**config.mk**
```make
export PLATFORM = sky130hd
export DESIGN_NAME = aes128_enc_round_seq
export DESIGN_NICKNAME = d
export VERILOG_FILES = /design/src/rtl/aes128_enc_round_seq.sv
export SDC_FILE = /design/constraint.sdc
export NUM_CORES = 1
export LEC_CHECK = 0
export CORE_AREA = 2 2 251 253
export DETAILED_ROUTE_END_ITERATION = 8
export DIE_AREA = 0 0 253 255
export GPL_TIMING_DRIVEN = 1
export PLACE_DENSITY = 0.61
export SYNTH_ARGS = -nofsm -noshare
export SYNTH_HDL_FRONTEND = slang
export SYNTH_SLANG_ARGS = --single-unit
```
**constraint.sdc**
```tcl
create_clock -name clk -period 2.5 [get_ports clk]
set_clock_uncertainty 0.2 [all_clocks]
set_input_delay 0.5 -clock clk [delete_from_list [all_inputs] [get_ports clk]]
set_output_delay 0.5 -clock clk [all_outputs]
set_load 0.05 [all_outputs]
```
**src/rtl/aes128_enc_round_seq.sv**
```systemverilog
// Iterative AES-128 encryption sequencer: one cipher round per clock, with an external
// SubBytes+ShiftRows path and round-key store, and MixColumns computed internally.

module mix_columns (
  input  logic [127:0] i_state,
  output logic [127:0] o_state
);

  function automatic logic [7:0] xtime(input logic [7:0] b);
    return {b[6:0], 1'b0} ^ (b[7] ? 8'h1b : 8'h00);
  endfunction

  // Column c holds bytes 4c..4c+3, most significant byte first.
  for (genvar c = 0; c < 4; c++) begin : g_col
    logic [7:0] w_a0;
    logic [7:0] w_a1;
    logic [7:0] w_a2;
    logic [7:0] w_a3;
    assign w_a0 = i_state[127-32*c -: 8];
    assign w_a1 = i_state[119-32*c -: 8];
    assign w_a2 = i_state[111-32*c -: 8];
    assign w_a3 = i_state[103-32*c -: 8];
    assign o_state[127-32*c -: 8] = xtime(w_a0) ^ xtime(w_a1) ^ w_a1 ^ w_a2 ^ w_a3;
    assign o_state[119-32*c -: 8] = w_a0 ^ xtime(w_a1) ^ xtime(w_a2) ^ w_a2 ^ w_a3;
    assign o_state[111-32*c -: 8] = w_a0 ^ w_a1 ^ xtime(w_a2) ^ xtime(w_a3) ^ w_a3;
    assign o_state[103-32*c -: 8] = xtime(w_a0) ^ w_a0 ^ w_a1 ^ w_a2 ^ xtime(w_a3);
  end

endmodule

module aes128_enc_round_seq #(
  parameter int ROUNDS = 10
) (
  input  logic         clk,
  input  logic         rst_n,
  input  logic         in_valid,
  output logic         in_ready,
  input  logic [127:0] in_data,
  output logic [3:0]   rk_idx,
  input  logic [127:0] rk_data,
  output logic [127:0] sb_in,
  input  logic [127:0] sb_out,
  output logic         out_valid,
  input  logic         out_ready,
  output logic [127:0] out_data,
  output logic         busy
);

  typedef enum logic [1:0] {
    S_IDLE  = 2'd0,
    S_ROUND = 2'd1,
    S_DONE  = 2'd2
  } state_t;

  localparam logic [3:0] LP_LAST = 4'(ROUNDS);

  state_t       r_fsm;
  state_t       w_fsm_nxt;
  logic [127:0] r_state;
  logic [127:0] w_state_nxt;
  logic [127:0] w_mix;
  logic [3:0]   r_round;
  logic [3:0]   w_round_nxt;

  mix_columns u_mix (
    .i_state (sb_out),
    .o_state (w_mix)
  );

  // FSM, cipher state and round counter registers.
  always_ff @(posedge clk or negedge rst_n) begin
    if (!rst_n) begin
      r_fsm   <= S_IDLE;
      r_state <= 128'd0;
      r_round <= 4'd0;
    end else begin
      r_fsm   <= w_fsm_nxt;
      r_state <= w_state_nxt;
      r_round <= w_round_nxt;
    end
  end

  // Next state: key-0 whitening on accept, full rounds, then a final round without MixColumns.
  always_comb begin
    w_fsm_nxt   = r_fsm;
    w_state_nxt = r_state;
    w_round_nxt = r_round;
    case (r_fsm)
      S_IDLE: begin
        if (in_valid) begin
          w_state_nxt = in_data ^ rk_data;
          w_round_nxt = 4'd1;
          w_fsm_nxt   = S_ROUND;
        end else begin
          w_fsm_nxt   = S_IDLE;
        end
      end
      S_ROUND: begin
        if (r_round == LP_LAST) begin
          w_state_nxt = sb_out ^ rk_data;
          w_fsm_nxt   = S_DONE;
        end else begin
          w_state_nxt = w_mix ^ rk_data;
          w_round_nxt = r_round + 4'd1;
        end
      end
      S_DONE: begin
        if (out_ready) begin
          w_fsm_nxt = S_IDLE;
        end else begin
          w_fsm_nxt = S_DONE;
        end
      end
      default: begin
        w_fsm_nxt   = S_IDLE;
        w_state_nxt = 128'd0;
        w_round_nxt = 4'd0;
      end
    endcase
  end

  // Handshake and key index are decoded from registered state only.
  assign in_ready  = (r_fsm == S_IDLE);
  assign out_valid = (r_fsm == S_DONE);
  assign busy      = (r_fsm == S_ROUND) || (r_fsm == S_DONE);
  assign rk_idx    = (r_fsm == S_ROUND) ? r_round : 4'd0;
  assign sb_in     = r_state;
  assign out_data  = r_state;

endmodule
```
==> flow_summary.yaml <==
outcome:
  status: "finished clean"
drt:
  final_antenna_net_count: 0
  routed-via-count: 16500
  drc_errors: 0
  drt-initial-drc-count: 1130
  wl_per_cell_um: 23.6
  first_pass_iters: 5
  drt_wl_total_um: 75900
  drt-vias-per-instance: 5.15
sta:
  fmax_mhz: 409
  timing.slew.headroom: 0.553
  hold_violations: 0
  slew_viol_final: 0
  tightest_slew_ps: 671
  setup_slack_ps: 53.7
  fin_crit_sh: 0.979
  period_needed_ps: 2450
  setup-violations-final: 0
synth:
  synth_top_area_cell: "xnor3_1"
  synth.area.top_cells: "xnor3_1 (21%), dfrtp_1 (21%), buf_4 (6.3%), nand2_1 (4.7%), a2111o_1 (4.6%)"
  yosysSeqAreaShare: 0.207
  syn_area_um2: 16200
  ys_warn_count: 0
  synth_cell_type_count: 43
  syn_nets: 2114
  synth_edf_count: 0
  postSynthAreaPerCell_um2: 9.42
  synth_top_area_frac: 0.210
  async_flop_share: 1.00
  ys_ff_latch: 134
  synth_top_cells_by_count: "nand2_1 (204), xnor3_1 (151), buf_4 (136)"
  synth_ff_type: "dfrtp_1"
  yosysMostFrequentCell: "nand2_1"
  synthCells: 1721
setup_path:
  path_max_fanout: 30
  reg2reg_depth: 8
  cp.arrival_ps: 2650
  startpoint_type: "register"
  crit_required_ps: 2700
  criticalPathCategory: "register to register"
  crit_path_end_kind: "register"
clock_tree:
  h-tree-depth: 4
  cts_made_buffers: 17
  path_clk_slew_ps: 60
  root_buffer: "clkbuf_16"
  cts_num_sinks: 134
  clk_latency_ps: 490
  cts_tree: "built"
  clock_path_buffers: 2
grt:
  top_usage_layer: "met2"
  grt_start_max_net_pins: 61
  grtUsageMet3: 0.0443
  use_met2: 0.380
  grtUsageMet1: 0.293
  grt-ovfl-total: 0
  antenna_found_initial: 6
  grt_pass1_wl_um: 108000
  grt_pass1_vias: 16500
  grt.total_usage: 0.226
floorplan:
  start_util: 0.261
  fp-row-count: 92
  die_width_um: 253
  dieArea_um2: 64500
  die_h_um: 255
  io_pins: 651
  core_area_um2: 62200
placed_design:
  dpl_worst_slack_ps: -352
  place_hpwl_um: 60000
  gp_congestion: 0.959
  io_buffers: 650
  dpl_cell_area_um2: 24500
power_and_ir_drop:
  cellLeakagePower_nw: 11.7
  power_density_nw_per_um2: 1110
  ir_drop_mv: 0.727
  power_w: 0.0280
flow_run:
  cap_violations: 0
finish:
  nNetsFinal: 2785
  drive_gt1_frac: 0.148
  postLayoutCoreUtil: 0.406
  area_growth_pct: 55.7
  fin_area_um2: 25200
worst_hold_path:
  whs_path_depth: 2
  min_path_type: "register to register"
flip-flops by register name, indices dropped and copies added (netlist names):
register,count
out_data,128
r_fsm,2
r_round,4
layer usage:
layer	vias up	wire length, um
met5	-	24
li1	7462	-
met4	4	1750
met1	8145	31800
met3	96	5440
met2	841	36800
critical path, stage by stage (launching register included):
cell,delay [ps]
dfrtp_2,410
inv_1,80
ha_2,220
nor2b_1,160
or3_4,470
buf_4,180
buf_12,160
a2111o_1,370
o211ai_1,100
report_power, final:
group	internal (W)	switching, W	total (W)
sequential	0.00309	0.00103	0.00411
clock	0.00169	0.00121	0.00290
combinational	0.00785	0.0131	0.0210
final timing paths:
| check | end | from | slack [ps] |
|---|---|---|---|
| worst min register to register | out_data[116] | out_data[116] | 340 |
| worst max-delay path | out_data[33] | r_fsm[0] | 50 |
| min in group asynchronous | out_data[37] | rst_n | 390 |
| worst min-delay path | out_data[116] | out_data[116] | 340 |
| max in group asynchronous | out_data[36] | rst_n | 1000 |
| worst max register to register | out_data[33] | r_fsm[0] | 50 |
layout make-up:
class | instances | area (um^2)
clock buffer | 19 | 443
timing repair buffer | 931 | 8970
fill | 6110 | 36900
clock inverter | 13 | 180
tap | 799 | 1000
inverter | 135 | 507
multi-input combinational | 1173 | 10800
sequential | 134 | 3350
antenna | 7 | 17.5
timing repair:
action                                  CTS  global route
pin swaps                                 0             1
endpoints found under the hold margin    40             0
buffers inserted                          0             4
gates cloned                              0             1
endpoints found under the setup margin   67            75
hold buffers                              1             0
resized for setup                        63            16
stage by stage:
step	hold slack, ps	TNS [ps]	std cells
floorplan	4.41	0	1721
global placement	316	-19400	3166
detailed placement	333	-22000	3166
CTS	348	0	3199
global route	370	-16.4	3208
finish	339	0	3211
cells by family after synthesis:
group / after synthesis / share of synthesized area
DFF: 134 / 0.207
and+or+nand+nor: 347 / 0.0922
xor gates and xnor gates: 297 / 0.313
buffers and inverters: 414 / 0.132
adders and majority gates: 5 / 0.00386
AOI/OAI and AO/OA: 524 / 0.251
cell usage in the layout (no fill, tap or decap), types with 4 or more instances in the layout:
cell and instances:
clkbuf_16 18, o211ai_1 66, dlygate4sd2_1 63, nor2_1 67, diode_2 7, buf_12 32
nor2b_1 63, xnor2_2 11, xor3_1 12, dfrtp_1 133, a221o_1 62, xnor3_1 151
o2111a_1 62, a21oi_1 69, clkinv_2 4, xor2_1 31, dlymetal6s2s_1 13, a2111o_1 66
nand2_1 203, a31oi_1 62, o22ai_1 66, bufinv_16 4, inv_1 135, o21ai_0 66
xnor2_1 83, clkdlybuf4s50_1 558, and2_1 4, buf_4 261
Note: power is estimated with default switching activity, not from simulation.
